## src/rtl/clockworks.sv

```systemverilog
// Root clock/reset generator: divides the board clock by 2^(SLOW+1) (or passes it
// through when SLOW=0) and produces a stretched active-low reset released on clk.
module clockworks #(
  parameter int SLOW         = 0,
  parameter int RESET_CYCLES = 4
) (
  input  logic CLK,
  input  logic RESET,
  output logic clk,
  output logic resetn
);

  // Power-up starts in reset: the synchronizer flops come up set.
  logic r_rs1 = 1'b1;
  logic r_rs0 = 1'b1;
  logic w_rst_int;

  always_ff @(posedge CLK or posedge RESET) begin
    if (RESET) begin
      r_rs1 <= 1'b1;
      r_rs0 <= 1'b1;
    end else begin
      r_rs1 <= 1'b0;
      r_rs0 <= r_rs1;
    end
  end

  assign w_rst_int = r_rs0;

  generate
    if (SLOW == 0) begin : g_bypass
      assign clk = CLK;
    end else begin : g_div
      localparam logic [SLOW:0] CNT_ONE = 1;
      logic [SLOW:0] r_cnt = '0;

      always_ff @(posedge CLK or posedge w_rst_int) begin
        if (w_rst_int) r_cnt <= '0;
        else           r_cnt <= r_cnt + CNT_ONE;
      end

      // MSB straight from a flop: glitch-free, 50% duty.
      assign clk = r_cnt[SLOW];
    end
  endgenerate

  localparam logic [RESET_CYCLES-1:0] SH_ONE = 1;
  logic [RESET_CYCLES-1:0] r_shift = '0;

  always_ff @(posedge clk or posedge w_rst_int) begin
    if (w_rst_int) r_shift <= '0;
    else           r_shift <= (r_shift << 1) | SH_ONE;
  end

  assign resetn = r_shift[RESET_CYCLES-1];

endmodule

```

## config.mk

```make
export PLATFORM = sky130hd
export DESIGN_NAME = clockworks
export DESIGN_NICKNAME = d
export VERILOG_FILES = /design/src/rtl/clockworks.sv
export SDC_FILE = /design/constraint.sdc
export NUM_CORES = 1
export LEC_CHECK = 0
export ABC_AREA = 1
export BUFFER_PORTS_ARGS = -buffer_cell sky130_fd_sc_hd__buf_2
export CAP_MARGIN = 20
export CORE_AREA = 2 2 39 41
export CTS_CLUSTER_DIAMETER = 200
export DETAILED_ROUTE_END_ITERATION = 8
export DIE_AREA = 0 0 41 43
export SETUP_SLACK_MARGIN = 0.05
export SYNTH_ARGS = -nofsm -noshare
export SYNTH_HDL_FRONTEND = slang
export SYNTH_SLANG_ARGS = --single-unit
```

## constraint.sdc

```tcl
create_clock -name CLK -period 0.8 [get_ports CLK]
set_input_delay 0.08 -clock CLK [delete_from_list [all_inputs] [get_ports CLK]]
set_output_delay 0.08 -clock CLK [all_outputs]
set_load 0.03 [all_outputs]
```

==> impl_metrics.env <==
export IMPL_status="complete, but fails checks"
export IMPL_failed_checks="negative setup slack"
export IMPL_place_area_sq_um=203
export IMPL_syn_cell_area_sq_um=175
export IMPL_async_flop_share=1.00
export IMPL_die_x_um=41
export IMPL_irDropWorstVdd_mv=1.65
export IMPL_rsz0062_at_grt="true"
export IMPL_final_nets=23
export IMPL_fin_setup_tns_ps=-130
export IMPL_fill_cells=146
export IMPL_initial_core_util=0.127
export IMPL_crit_fanout=1
export IMPL_ioPinCount=4
export IMPL_synth_top_flop_cell="dfrtp_1"
export IMPL_drv_cap=0
export IMPL_cts_tree="built"
export IMPL_hold_path_class="reg2async"
export IMPL_cp_start_kind="register"
export IMPL_fmax_ghz=1.08
export IMPL_syn_area_per_cell_sq_um=15.9
export IMPL_fin_area_sq_um=267
export IMPL_final_antenna_net_count=0
export IMPL_crit_chain="buf_6"
export IMPL_drive_gt1_frac=0.500
export IMPL_die_area_sq_mm=0.00176
export IMPL_dieHeight_um=43
export IMPL_crit_buf_inv=1
export IMPL_synthAdderAreaFrac=0
export IMPL_cp_startpoint="r_shift[3]"
export IMPL_clkTransAtPathRegs_ps=50
export IMPL_finalClockSkew_ps=5.13
export IMPL_ys_top_cells_by_area="dfrtp_1 (57%), dfstp_2 (30%), buf_4 (4.3%), conb_1 (4.3%), inv_1 (4.3%)"
export IMPL_grt_pass1_wl_um=420
export IMPL_synth_top_area_frac=0.571
export IMPL_ys_types=5
export IMPL_leakagePower_uw=0.000129
export IMPL_cpPeakStageDelay_ps=370
export IMPL_row_count=14
export IMPL_synthXorXnorAreaFrac=0
export IMPL_drtIter0Drc=1
export IMPL_synth_nets=13
export IMPL_rrSetupSlack_ps=240
export IMPL_drt_first_pass_iters=2
export IMPL_coreArea_sq_mm=0.00138
export IMPL_synth_most_common_cell="dfrtp_1"
export IMPL_viasPerCell=2.97
export IMPL_routed_wl_um=221
export IMPL_synth_edf_count=0
export IMPL_synthMuxAreaShare=0
export IMPL_synthToLayoutAreaGrowth_pct=52.1
export IMPL_slew_viol_final=0
export IMPL_reg2reg_to="r_rs0"
export IMPL_synth_simple_area_share=0
export IMPL_synth_commonest_cells="dfrtp_1 (4), conb_1 (2), dfstp_2 (2), inv_1 (2), buf_4 (1)"
export IMPL_yosys_register_bits=6
export IMPL_postLayoutSetupSlackWorst_ps=-130
export IMPL_grt_max_degree=5
export IMPL_drc=0
export IMPL_p_per_area_mw_per_mm2=3830
export IMPL_routed_via_count=107
export IMPL_reg2reg_from="r_rs1"
export IMPL_synthCells=11
export IMPL_crit_slowest_cell="dfrtp_1"
export IMPL_cpLargestDelayFamily="flip-flops"
export IMPL_grt_pass1_vias=125
export IMPL_criticalPathCategory="reg2out"
export IMPL_setup_violations=1
export IMPL_synth_top_family_by_area="buffers and inverters"
export IMPL_hold_viol_final=0
export IMPL_worstPathRequired_ps=720
export IMPL_wire_per_inst_um=6.14
export IMPL_insertion_delay_ps=350
export IMPL_worstPathArrival_ps=850
export IMPL_gp_congestion=0.549
export IMPL_synth_top_area_cell="dfrtp_1"
export IMPL_synth_compound_area_frac=0
export IMPL_n_antenna_cell=0
export IMPL_r2r_cells=0
export IMPL_antenna_found_initial=0
export IMPL_grt_total_usage=0.0536
export IMPL_fin_crit_sh=1.16
export IMPL_port_buffers=3
export IMPL_gr_total_overflow=0
export IMPL_end_kind="output pin"
export IMPL_min_period_ps=930
export IMPL_ys_seq_area_frac=0.871
export IMPL_yosysWarnings=0
-- stage by stage --
step | setup slack, ps | hold slack [ps] | cells | util | total power, uW
detailed placement | 166 | 104 | 29 | 0.146 | 507
global route | -169 | 147 | 36 | 0.193 | 1080
finish | -130 | 122 | 36 | 0.193 | 1020
global placement | 166 | 106 | 29 | 0.146 | 506
CTS | -148 | 129 | 36 | 0.193 | 1050
floorplan | 175 | -8.50 | 11 | - | 529
-- what timing repair did --
item	in CTS	in global routing
hold buffers	1	0
gates resized for setup	4	0
setup endpoints to repair	2	1
hold endpoints to repair	2	0
setup buffers	0	0
cloned	0	0
-- registers in the layout, indices dropped and copies added (netlist names) --
register  count
r_rs0         1
r_rs1         1
r_shift       4
-- worst max path at each step --
stage | end | depth (start not counted)
2_1_floorplan | clk | 1
3_3_place_gp | clk | 1
6_report | resetn | 1
4_1_cts | resetn | 1
3_5_place_dp | clk | 1
5_1_grt | resetn | 1
-- cell type report --
cell class | instances | area [sq um] | share of cell area
Multi-Input combinational cell | 2 | 7.51 | 0.0282
Inverter | 2 | 7.51 | 0.0282
Sequential cell | 6 | 153 | 0.573
Tap cell | 16 | 20.0 | 0.0751
Timing Repair Buffer | 3 | 26.3 | 0.0986
Clock buffer | 7 | 52.6 | 0.197
-- report_power, final --
group / internal (uW) / total (uW) / switching, uW
clock: 397 / 669 / 271
sequential: 324 / 328 / 4.07
combinational: 10.5 / 24.1 / 13.6
total: 731 / 1020 / 289
-- layer usage --
layer / wire length (um) / global-route usage / vias up
li1: - / - / 44
met1: 72 / 0.0264 / 51
met2: 98 / 0.0375 / 10
met3: 41 / 0.0942 / 2
met4: 8 / 0.100 / 0
met5: 0 / 0 / -
-- cells in the final DEF, fill, tap and decap left out --
cell	synthesis	routed
buf_2	0	1
buf_6	0	2
clkbuf_1	0	1
clkbuf_4	0	5
conb_1	2	2
dfrtp_1	4	4
dfstp_2	2	2
dlygate4sd3_1	0	1
inv_1	2	2
-- cells by family after synthesis --
| logic type | Yosys count |
|---|---|
| buffers and inverters | 3 |
| DFF | 6 |
| other | 2 |
Note: power is estimated with default switching activity, not from simulation.
